<file path="config.mk">
export PLATFORM = sky130hd
export DESIGN_NAME = wb_mem_arb_flat
export DESIGN_NICKNAME = d
export VERILOG_FILES = /design/src/rtl/wb_mem_arb_if.sv /design/src/rtl/wb_mem_arb.sv /design/src/flat_wrapper.sv
export SDC_FILE = /design/constraint.sdc
export NUM_CORES = 1
export LEC_CHECK = 0
export CAP_MARGIN = 20
export CORE_MARGIN = 10
export CORE_UTILIZATION = 39
export DETAILED_ROUTE_END_ITERATION = 12
export PLACE_DENSITY = 0.78
export SETUP_SLACK_MARGIN = 0.02
export SYNTH_ARGS = -nofsm -noshare
export SYNTH_HDL_FRONTEND = slang
export SYNTH_SLANG_ARGS = --single-unit
</file>
<file path="constraint.sdc">
create_clock -name clk_i -period 1.6 [get_ports clk_i]
set_input_delay 0.16 -clock clk_i [delete_from_list [all_inputs] [get_ports clk_i]]
set_output_delay 0.16 -clock clk_i [all_outputs]
set_load 0.005 [all_outputs]
</file>
<file path="src/rtl/wb_mem_arb_if.sv">
// Bus bundle between the CPU ibus/dbus, the arbiter and the QSPI ROM/RAM adapter.
// slave is the arbiter's view; master is the surrounding CPU + adapter environment.
interface wb_mem_arb_if;
  logic        wb_ibus_stb_i;
  logic [31:0] wb_ibus_adr_i;
  logic        wb_ibus_ack_o;
  logic [31:0] wb_ibus_dat_o;

  logic        wb_dbus_stb_i;
  logic        wb_dbus_we_i;
  logic [3:0]  wb_dbus_be_i;
  logic [31:0] wb_dbus_adr_i;
  logic [31:0] wb_dbus_dat_i;
  logic        wb_dbus_ack_o;
  logic [31:0] wb_dbus_dat_o;

  logic        sel_rom_ram_o;
  logic        wb_mem_stb_o;
  logic        wb_mem_we_o;
  logic [3:0]  wb_mem_be_o;
  logic [21:0] wb_mem_adr_o;
  logic [31:0] wb_mem_dat_o;
  logic [31:0] wb_mem_dat_i;
  logic        wb_mem_ack_i;
  logic        rom_wr_err_o;

  modport slave (
    input  wb_ibus_stb_i, wb_ibus_adr_i,
    output wb_ibus_ack_o, wb_ibus_dat_o,
    input  wb_dbus_stb_i, wb_dbus_we_i, wb_dbus_be_i, wb_dbus_adr_i, wb_dbus_dat_i,
    output wb_dbus_ack_o, wb_dbus_dat_o,
    output sel_rom_ram_o, wb_mem_stb_o, wb_mem_we_o, wb_mem_be_o, wb_mem_adr_o, wb_mem_dat_o,
    input  wb_mem_dat_i, wb_mem_ack_i,
    output rom_wr_err_o
  );

  modport master (
    output wb_ibus_stb_i, wb_ibus_adr_i,
    input  wb_ibus_ack_o, wb_ibus_dat_o,
    output wb_dbus_stb_i, wb_dbus_we_i, wb_dbus_be_i, wb_dbus_adr_i, wb_dbus_dat_i,
    input  wb_dbus_ack_o, wb_dbus_dat_o,
    input  sel_rom_ram_o, wb_mem_stb_o, wb_mem_we_o, wb_mem_be_o, wb_mem_adr_o, wb_mem_dat_o,
    output wb_mem_dat_i, wb_mem_ack_i,
    input  rom_wr_err_o
  );
endinterface

</file>
<file path="src/rtl/wb_mem_arb.sv">
// Two-master Wishbone arbiter/decoder in front of the QSPI ROM/RAM adapter,
// with ROM-write filtering and a one-entry instruction fetch buffer.
//
// state | meaning
// IDLE  | evaluate requests, nothing outstanding downstream
// BUSY  | downstream access in flight, request registers held
// HIT   | ibus served from the fetch buffer (ack this cycle)
// DROP  | dbus write to ROM discarded (ack this cycle, error flagged)
module wb_mem_arb #(
  parameter int RAM_SEL_BIT = 24,
  parameter bit USE_IBUF    = 1'b1
) (
  input logic          clk_i,
  input logic          rst_in,
  wb_mem_arb_if.slave  bus
);

  typedef enum logic [1:0] {S_IDLE, S_BUSY, S_HIT, S_DROP} state_t;

  state_t      r_state;
  logic        r_last_dbus;
  logic        r_gnt_dbus;
  logic        r_hit_ack;
  logic        r_drop_ack;
  logic        r_rom_wr_err;
  logic        r_mem_stb;
  logic        r_mem_we;
  logic [3:0]  r_mem_be;
  logic [21:0] r_mem_adr;
  logic [31:0] r_mem_dat;
  logic        r_sel;
  logic        r_buf_valid;
  logic [22:0] r_buf_tag;
  logic [31:0] r_buf_dat;

  logic [22:0] w_i_tag;
  logic [22:0] w_d_tag;
  logic        w_drop;
  logic        w_i_hit;
  logic        w_pick_dbus;
  logic        w_mem_ack;
  logic        w_ibus_ack;
  logic        w_dbus_ack;
  logic        w_unused_adr;

  // Tag is {sel, word address}, so ROM and RAM aliases never match each other.
  assign w_i_tag = {bus.wb_ibus_adr_i[RAM_SEL_BIT], bus.wb_ibus_adr_i[23:2]};
  assign w_d_tag = {bus.wb_dbus_adr_i[RAM_SEL_BIT], bus.wb_dbus_adr_i[23:2]};
  assign w_unused_adr = ^{bus.wb_ibus_adr_i[31:24], bus.wb_ibus_adr_i[1:0],
                          bus.wb_dbus_adr_i[31:24], bus.wb_dbus_adr_i[1:0]};

  assign w_drop      = bus.wb_dbus_stb_i && bus.wb_dbus_we_i && !w_d_tag[22];
  assign w_i_hit     = USE_IBUF && r_buf_valid && bus.wb_ibus_stb_i && (r_buf_tag == w_i_tag)
                       && (!bus.wb_dbus_stb_i || r_last_dbus);
  assign w_pick_dbus = bus.wb_dbus_stb_i && (!bus.wb_ibus_stb_i || !r_last_dbus);
  assign w_mem_ack   = (r_state == S_BUSY) && bus.wb_mem_ack_i;

  always_ff @(posedge clk_i) begin
    if (!rst_in) begin
      r_state      <= S_IDLE;
      r_last_dbus  <= 1'b1;
      r_gnt_dbus   <= 1'b0;
      r_hit_ack    <= 1'b0;
      r_drop_ack   <= 1'b0;
      r_rom_wr_err <= 1'b0;
      r_mem_stb    <= 1'b0;
      r_mem_we     <= 1'b0;
      r_mem_be     <= 4'h0;
      r_mem_adr    <= 22'h0;
      r_mem_dat    <= 32'h0;
      r_sel        <= 1'b0;
      r_buf_valid  <= 1'b0;
      r_buf_tag    <= 23'h0;
      r_buf_dat    <= 32'h0;
    end else begin
      r_hit_ack  <= 1'b0;
      r_drop_ack <= 1'b0;
      case (r_state)
        S_IDLE: begin
          if (w_drop) begin
            r_state      <= S_DROP;
            r_drop_ack   <= 1'b1;
            r_rom_wr_err <= 1'b1;
            r_last_dbus  <= 1'b1;
          end else if (w_i_hit) begin
            r_state     <= S_HIT;
            r_hit_ack   <= 1'b1;
            r_last_dbus <= 1'b0;
          end else if (w_pick_dbus) begin
            r_state     <= S_BUSY;
            r_mem_stb   <= 1'b1;
            r_gnt_dbus  <= 1'b1;
            r_last_dbus <= 1'b1;
            r_mem_we    <= bus.wb_dbus_we_i;
            r_mem_be    <= bus.wb_dbus_be_i;
            r_mem_adr   <= w_d_tag[21:0];
            r_mem_dat   <= bus.wb_dbus_dat_i;
            r_sel       <= w_d_tag[22];
            // Only RAM writes reach here; a write to the buffered word makes it stale.
            if (bus.wb_dbus_we_i && (w_d_tag == r_buf_tag))
              r_buf_valid <= 1'b0;
          end else if (bus.wb_ibus_stb_i) begin
            r_state     <= S_BUSY;
            r_mem_stb   <= 1'b1;
            r_gnt_dbus  <= 1'b0;
            r_last_dbus <= 1'b0;
            r_mem_we    <= 1'b0;
            r_mem_be    <= 4'hF;
            r_mem_adr   <= w_i_tag[21:0];
            r_mem_dat   <= 32'h0;
            r_sel       <= w_i_tag[22];
          end
        end
        S_BUSY: begin
          if (bus.wb_mem_ack_i) begin
            r_state   <= S_IDLE;
            r_mem_stb <= 1'b0;
            if (USE_IBUF && !r_gnt_dbus) begin
              r_buf_valid <= 1'b1;
              r_buf_tag   <= {r_sel, r_mem_adr};
              r_buf_dat   <= bus.wb_mem_dat_i;
            end
          end
        end
        S_HIT:   r_state <= S_IDLE;
        S_DROP:  r_state <= S_IDLE;
        default: r_state <= S_IDLE;
      endcase
    end
  end

  assign w_ibus_ack = bus.wb_ibus_stb_i && (r_hit_ack || (w_mem_ack && !r_gnt_dbus));
  assign w_dbus_ack = bus.wb_dbus_stb_i && (r_drop_ack || (w_mem_ack && r_gnt_dbus));

  assign bus.wb_ibus_ack_o = w_ibus_ack;
  assign bus.wb_dbus_ack_o = w_dbus_ack;
  assign bus.wb_ibus_dat_o = !w_ibus_ack ? 32'h0 : (r_hit_ack ? r_buf_dat : bus.wb_mem_dat_i);
  assign bus.wb_dbus_dat_o = (w_dbus_ack && !r_drop_ack) ? bus.wb_mem_dat_i : 32'h0;

  assign bus.sel_rom_ram_o = r_sel;
  assign bus.wb_mem_stb_o  = r_mem_stb;
  assign bus.wb_mem_we_o   = r_mem_we;
  assign bus.wb_mem_be_o   = r_mem_be;
  assign bus.wb_mem_adr_o  = r_mem_adr;
  assign bus.wb_mem_dat_o  = r_mem_dat;
  assign bus.rom_wr_err_o  = r_rom_wr_err;

endmodule

</file>
<file path="src/flat_wrapper.sv">
// flat-port wrapper written by rule: the top's interface ports become plain ports
module wb_mem_arb_flat 
#(
  parameter int RAM_SEL_BIT = 24,
  parameter bit USE_IBUF    = 1'b1
)
  (clk_i, rst_in, bus_wb_ibus_stb_i, bus_wb_ibus_adr_i, bus_wb_ibus_ack_o, bus_wb_ibus_dat_o, bus_wb_dbus_stb_i, bus_wb_dbus_we_i, bus_wb_dbus_be_i, bus_wb_dbus_adr_i, bus_wb_dbus_dat_i, bus_wb_dbus_ack_o, bus_wb_dbus_dat_o, bus_sel_rom_ram_o, bus_wb_mem_stb_o, bus_wb_mem_we_o, bus_wb_mem_be_o, bus_wb_mem_adr_o, bus_wb_mem_dat_o, bus_wb_mem_dat_i, bus_wb_mem_ack_i, bus_rom_wr_err_o);
  wb_mem_arb_if bus_i ();
  input logic clk_i;
  input logic rst_in;
  input wire logic [$bits(bus_i.wb_ibus_stb_i)-1:0] bus_wb_ibus_stb_i;
  input wire logic [$bits(bus_i.wb_ibus_adr_i)-1:0] bus_wb_ibus_adr_i;
  output wire logic [$bits(bus_i.wb_ibus_ack_o)-1:0] bus_wb_ibus_ack_o;
  output wire logic [$bits(bus_i.wb_ibus_dat_o)-1:0] bus_wb_ibus_dat_o;
  input wire logic [$bits(bus_i.wb_dbus_stb_i)-1:0] bus_wb_dbus_stb_i;
  input wire logic [$bits(bus_i.wb_dbus_we_i)-1:0] bus_wb_dbus_we_i;
  input wire logic [$bits(bus_i.wb_dbus_be_i)-1:0] bus_wb_dbus_be_i;
  input wire logic [$bits(bus_i.wb_dbus_adr_i)-1:0] bus_wb_dbus_adr_i;
  input wire logic [$bits(bus_i.wb_dbus_dat_i)-1:0] bus_wb_dbus_dat_i;
  output wire logic [$bits(bus_i.wb_dbus_ack_o)-1:0] bus_wb_dbus_ack_o;
  output wire logic [$bits(bus_i.wb_dbus_dat_o)-1:0] bus_wb_dbus_dat_o;
  output wire logic [$bits(bus_i.sel_rom_ram_o)-1:0] bus_sel_rom_ram_o;
  output wire logic [$bits(bus_i.wb_mem_stb_o)-1:0] bus_wb_mem_stb_o;
  output wire logic [$bits(bus_i.wb_mem_we_o)-1:0] bus_wb_mem_we_o;
  output wire logic [$bits(bus_i.wb_mem_be_o)-1:0] bus_wb_mem_be_o;
  output wire logic [$bits(bus_i.wb_mem_adr_o)-1:0] bus_wb_mem_adr_o;
  output wire logic [$bits(bus_i.wb_mem_dat_o)-1:0] bus_wb_mem_dat_o;
  input wire logic [$bits(bus_i.wb_mem_dat_i)-1:0] bus_wb_mem_dat_i;
  input wire logic [$bits(bus_i.wb_mem_ack_i)-1:0] bus_wb_mem_ack_i;
  output wire logic [$bits(bus_i.rom_wr_err_o)-1:0] bus_rom_wr_err_o;
  assign bus_i.wb_ibus_stb_i = bus_wb_ibus_stb_i;
  assign bus_i.wb_ibus_adr_i = bus_wb_ibus_adr_i;
  assign bus_wb_ibus_ack_o = bus_i.wb_ibus_ack_o;
  assign bus_wb_ibus_dat_o = bus_i.wb_ibus_dat_o;
  assign bus_i.wb_dbus_stb_i = bus_wb_dbus_stb_i;
  assign bus_i.wb_dbus_we_i = bus_wb_dbus_we_i;
  assign bus_i.wb_dbus_be_i = bus_wb_dbus_be_i;
  assign bus_i.wb_dbus_adr_i = bus_wb_dbus_adr_i;
  assign bus_i.wb_dbus_dat_i = bus_wb_dbus_dat_i;
  assign bus_wb_dbus_ack_o = bus_i.wb_dbus_ack_o;
  assign bus_wb_dbus_dat_o = bus_i.wb_dbus_dat_o;
  assign bus_sel_rom_ram_o = bus_i.sel_rom_ram_o;
  assign bus_wb_mem_stb_o = bus_i.wb_mem_stb_o;
  assign bus_wb_mem_we_o = bus_i.wb_mem_we_o;
  assign bus_wb_mem_be_o = bus_i.wb_mem_be_o;
  assign bus_wb_mem_adr_o = bus_i.wb_mem_adr_o;
  assign bus_wb_mem_dat_o = bus_i.wb_mem_dat_o;
  assign bus_i.wb_mem_dat_i = bus_wb_mem_dat_i;
  assign bus_i.wb_mem_ack_i = bus_wb_mem_ack_i;
  assign bus_rom_wr_err_o = bus_i.rom_wr_err_o;
  wb_mem_arb #(.RAM_SEL_BIT(RAM_SEL_BIT), .USE_IBUF(USE_IBUF)) u_core (.clk_i(clk_i), .rst_in(rst_in), .bus(bus_i));
endmodule
</file>
Word-level counts from Yosys, hierarchy flattened
Index checks and enable logic that the tools add are counted.
{ "word_totals": {"out_inout_bits": 128, "register_bits": 124, "word_cells": 107, "in_bits": 138} }
{ "classes": {"reduce_logical": 37, "bitwise_logic": 5, "mux": 37, "eq_ne": 13} }
{ "op_table": {"columns": ["operator", "count"], "rows": [
  ["$mux W32", 5],
  ["$eq A23 B23 Y1", 2],
  ["$mux W22", 2],
  ["$mux W1", 20],
  ["$logic_and A1 B1 Y1", 13],
  ["$mux W2", 5],
  ["$mux W4", 2],
  ["$ne A2 B2 Y1 const B", 4],
  ["$reduce_and A2 Y1", 4],
  ["$reduce_and A7 Y1", 1],
  ["$logic_not A1 Y1", 6],
  ["$pmux W2 S3", 1],
  ["$ne A5 B2 Y1 const B", 1],
  ["$not A1 Y1", 5],
  ["$reduce_and A5 Y1", 1],
  ["$eq A2 B2 Y1 const B", 2],
  ["$logic_or A1 B1 Y1", 4],
  ["$ne A2 B1 Y1 const B", 2],
  ["$pmux W1 S2", 2],
  ["$reduce_and A4 Y1", 1],
  ["$reduce_bool A2 Y1", 2],
  ["$reduce_bool A4 Y1", 1],
  ["$ne A3 B2 Y1 const B", 1],
  ["$reduce_and A3 Y1", 1],
  ["4 further kinds", 4]
]} }

Logic depth before layout (Yosys ltp)
{ "logic_depth": {"depth_word": 7, "ltp_mapped": 8, "ltp_nobuf": 5} }

Worst setup path after synthesis
Ideal clock, no wire load.
{ "synth_timing": {"path_kind": "reg-to-reg", "start": "register u_core.r_buf_tag[17]", "end": "register u_core.r_mem_dat[0], in the netlist u_core.bus.wb_mem_dat_o[0]", "period_less_slack_ns": 1.664, "t_arrival_ns": 1.583, "setup_time_ns": 0.081, "path_stages_with_launch": 8, "t_required_ns": 1.519, "setup_slack_ns": -0.064, "path_buffers": 2, "cell_sequence": "dfxtp_1 xor2_1 nor4_2 nand4_2 o21ba_1 buf_6 buf_12 a211oi_2"} }
{ "synth_between": {"elab_chain_len": 5} }
{ "synth_rtl": {"columns": ["element", "line", "rtl"], "rows": [
  ["from (decl)", "wb_mem_arb.sv:33", "logic [22:0] r_buf_tag;"],
  ["from (signal assigned)", "wb_mem_arb.sv:120", "r_buf_tag <= {r_sel, r_mem_adr};"],
  ["$eq A23 B23 Y1", "wb_mem_arb.sv:53", "assign w_i_hit = USE_IBUF && r_buf_valid && bus.wb_ibus_stb_i && (r_buf_tag == w_i_tag)"],
  ["$logic_and A1 B1 Y1", "wb_mem_arb.sv:53", null],
  ["$logic_and A1 B1 Y1", "wb_mem_arb.sv:54", "&& (!bus.wb_dbus_stb_i || r_last_dbus);"],
  ["$not A1 Y1 (no source line)", null, null],
  ["$reduce_and A4 Y1 (no source line)", null, null],
  ["to (signal assigned)", "wb_mem_arb.sv:97", "r_mem_dat <= bus.wb_dbus_dat_i;"],
  ["to (decl)", "wb_mem_arb.sv:30", "logic [31:0] r_mem_dat;"]
]} }
Every way passes these cells.
A chain may end at the register's enable or synchronous reset.

Worst setup path after layout
{ "layout_timing": {"start": "register u_core.r_state[0]", "end": "output port bus_wb_dbus_dat_o[25]"} }
{ "layout_between": {"elab_chain_len": 7} }
{ "layout_rtl": {"columns": ["element", "line", "rtl"], "rows": [
  ["from (decl)", "wb_mem_arb.sv:20", "state_t r_state;"],
  ["from (signal assigned)", "wb_mem_arb.sv:60", "r_state <= S_IDLE;"],
  ["from (signal assigned)", "wb_mem_arb.sv:81", "r_state <= S_DROP;"],
  ["from (signal assigned)", "wb_mem_arb.sv:86", "r_state <= S_HIT;"],
  ["$eq A2 B1 Y1", "wb_mem_arb.sv:56", "assign w_mem_ack = (r_state == S_BUSY) && bus.wb_mem_ack_i;"],
  ["$logic_and A1 B1 Y1", "wb_mem_arb.sv:56", null],
  ["$logic_and A1 B1 Y1", "wb_mem_arb.sv:133", "assign w_dbus_ack = bus.wb_dbus_stb_i && (r_drop_ack || (w_mem_ack && r_gnt_dbus));"],
  ["$logic_or A1 B1 Y1", "wb_mem_arb.sv:133", null],
  ["$logic_and A1 B1 Y1", "wb_mem_arb.sv:133", null],
  ["$logic_and A1 B1 Y1", "wb_mem_arb.sv:138", "assign bus.wb_dbus_dat_o = (w_dbus_ack && !r_drop_ack) ? bus.wb_mem_dat_i : 32'h0;"],
  ["$mux W32", "wb_mem_arb.sv:138", null],
  ["to (decl)", "flat_wrapper.sv:21", "output wire logic [$bits(bus_i.wb_dbus_dat_o)-1:0] bus_wb_dbus_dat_o;"]
]} }
Every way passes these cells.

==> run metrics <==
Rel. slew slack=approximately three quarters; most used cell, CP=buf_6; gpl congestion=0.863; clock-pin slew on the worst setup and hold paths=60 ps; Yosys top cell by area=dfxtp_1; Max rail drop VDD=~740 uV; Max FO, Critical Path=8; top-area cell type share of the netlist area=about two fifths; ant diodes=0; Total Routing Usage GR=about 22%; commonest non-fill, non-tap cell in the layout=clkdlybuf4s50_1; Clock Latency Late Sink=420 ps; Layout Skew=roughly 13 ps; Pwr per Cell Area=a little over 800 nW/um^2; clock root buffer=clkbuf_16; Vias=6500; CTS tree=yes; Worst Hold Depth=3; Bufs on Longest Clock Path=2; met2 routed WL=roughly 12000 um; initial antenna violation count=0; area of the die=21000 um^2; Fmax=479 MHz; Hold Path End=u_core.bus.wb_mem_dat_o[19]$_SDFFE_PN0P_; Final Max Slew Viols=0; largest net degree at the start of global routing=57; row cnt=45; antenna viol nets, final=0; Iter 0 DRT Violations=380; Max-Cap Viols=0; Final Hold Viols=0; R2R depth=8; Detailed Place HPWL=~15000 um; max layer used=met4; Synth Cell Area=6080 um^2; met1 WL=about 9800 um; Synth async-reset ratio=0%; I/O Buffers=~250; Worst Path Arrival=1930 ps; outcome=complete, but fails checks; main flop type after synthesis=dfxtp_1; synth unique cells=40; synthesized area per cell=8.64 um^2; FF-to-FF End=u_core.bus.wb_mem_dat_o[0]$_SDFFE_PN0P_; I/O pin cnt=266; Post-Syn Instances=704; Slowest-stage cell, CP=dfxtp_2; register area share after synthesis=~41%; WS Path Type=reg -> out; routed vias/inst=5.22; first-pass GRT wire length=~36000 um; Final Power=9.01 mW; height of the die=145 um; Worst-Margin Slew=400 ps; P&R area growth vs syn=80.9%; CP startpoint kind=register; RSZ-0062 raised after global routing=true; Post-synth EDFFs=0; Lkg Pwr=4.18 nW; hold_buf cts=0; die width=around 140 um; H-tree depth=4; Synth Register Bits=124; TritonRoute pass-1 iters=5; final WL=roughly 25000 um; GRT Residual Overflow=0; worst hold path type=in -> reg; nets=1160; CTS Sinks=approximately 120; fraction of layout cells with a size suffix above 1=34.0%; failing checks=negative setup slack; Max stage delay on crit path=350 ps; worst setup margin=-488 ps; met3 WL=2380 um; Starting Density=39.9%; WP data required=1440 ps; FF-to-FF Start=u_core.r_buf_tag[8]$_SDFFE_PN0P_; largest cells by area after synthesis=dfxtp_1, nand2_1, mux2i_1; Post-Syn Nets=842; Core Footprint=15300 um^2; Hold Startpoint=bus_wb_dbus_dat_i[19]; Num CTS Buffers=17; most frequent cells in the layout=clkdlybuf4s50_1, nand2_1, dfxtp_1; Placement Setup Slack=-649 ps; CP cell instances=nand2_4 -> nor3b_2 -> o21a_1 -> nor2b_4 -> buf_6 -> buf_6 -> buf_16 -> and2_4 -> buf_6; routed len/inst=between 20 and 25 um; min Tclk post-route=2090 ps; crit path capture type=output port; # DRC=0; vias in the first global route=6458; R2R setup slack=-420 ps; count of final setup violators=130; synth warn=0; Tcrit/Tclk final=131%
worst max-delay path by stage:
stage / from / depth (start not counted) / end
floorplan: u_core.r_buf_tag[19]$_SDFFE_PN0P_ / 7 / u_core.bus.wb_mem_dat_o[0]$_SDFFE_PN0P_
global placement: bus_wb_mem_ack_i / 8 / bus_wb_dbus_dat_o[28]
detailed placement: bus_wb_mem_ack_i / 8 / bus_wb_dbus_dat_o[29]
CTS: u_core.r_state[0]$_SDFFE_PN0P_ / 10 / bus_wb_dbus_dat_o[27]
global route: u_core.r_state[0]$_SDFFE_PN0P_ / 9 / bus_wb_dbus_dat_o[5]
finish: u_core.r_state[0]$_SDFFE_PN0P_ / 9 / bus_wb_dbus_dat_o[25]
metal layers:
layer / track usage (%) / vias up
met3: 6.94 / 43
met1: 25.3 / 3088
met4: 7.23 / 0
li1: - / 3083
met2: 37.2 / 286
met5: 0 / -
registers in the layout (all words and copies together), names as in the netlist:
signal	count
u_core.bus.rom_wr_err_o	1
u_core.bus.sel_rom_ram_o	1
u_core.bus.wb_mem_adr_o	22
u_core.bus.wb_mem_be_o	4
u_core.bus.wb_mem_dat_o	32
u_core.bus.wb_mem_stb_o	1
u_core.bus.wb_mem_we_o	1
u_core.r_buf_dat	32
u_core.r_buf_tag	23
u_core.r_buf_valid	1
u_core.r_drop_ack	1
u_core.r_gnt_dbus	1
u_core.r_hit_ack	1
u_core.r_last_dbus	1
u_core.r_state	2
cell families after synthesis:
logic type / count (synthesis) / synth area share [%]
AOI/OAI and AO/OA: 169 / 19.9
DFF: 124 / 40.8
buffers and inverters: 55 / 4.90
muxes: 55 / 9.05
xor gates and xnor gates: 45 / 6.48
and+or+nand+nor: 256 / 18.8
critical path, delay by kind of cell, from the launching register on:
| kind | cells | cell delay (ps) |
|---|---|---|
| DFF | 1 | 350 |
| AOI/OAI and AO/OA | 1 | 150 |
| buffers and inverters | 4 | 470 |
| and+or+nand+nor | 4 | 550 |
Yosys cell counts, drive strengths merged (7+ instances only):
| master | n |
|---|---|
| and2 | 33 |
| a211oi | 34 |
| dfxtp | 124 |
| nand2 | 153 |
| xor2 | 25 |
| clkbuf | 30 |
| mux2i | 55 |
| xnor2 | 20 |
| nor2 | 43 |
| o2bb2ai | 27 |
| buf | 22 |
| nor4 | 7 |
| a21oi | 93 |
what timing repair did:
item                                    4_1_cts  5_1_grt
cloned                                       14        6
buffers inserted                             21        9
resized for setup                           371      118
pin swaps                                    29       47
endpoints found under the setup margin      188      189
per-stage QoR:
| stage | util (%) | hold WS [ps] | instance area, um^2 | instances | TNS (ps) |
|---|---|---|---|---|---|
| finish | 72.1 | 352 | 11000 | 1245 | -45290 |
| floorplan | - | 296 | 6090 | 704 | -1260 |
| global placement | 60.5 | 437 | 9230 | 1175 | -81450 |
| global route | 72.1 | 359 | 11000 | 1245 | -54070 |
| detailed placement | 60.5 | 443 | 9230 | 1175 | -88280 |
| CTS | 68.7 | 330 | 10500 | 1240 | -45350 |
area by class of cell:
class	instances	area, um^2
fillers	1095	4250
multi-input cells	525	3900
repair buffers	351	3780
flip-flops and latches	124	2500
clock buffers	23	478
well taps	211	264
clock inverters	8	67.6
inverters	3	17.5
power breakdown:
group          switching (mW)  internal, mW
registers               0.117          3.25
logic                   0.919          1.11
clock network            1.39          2.23
Note: power is estimated with default switching activity, not from simulation.
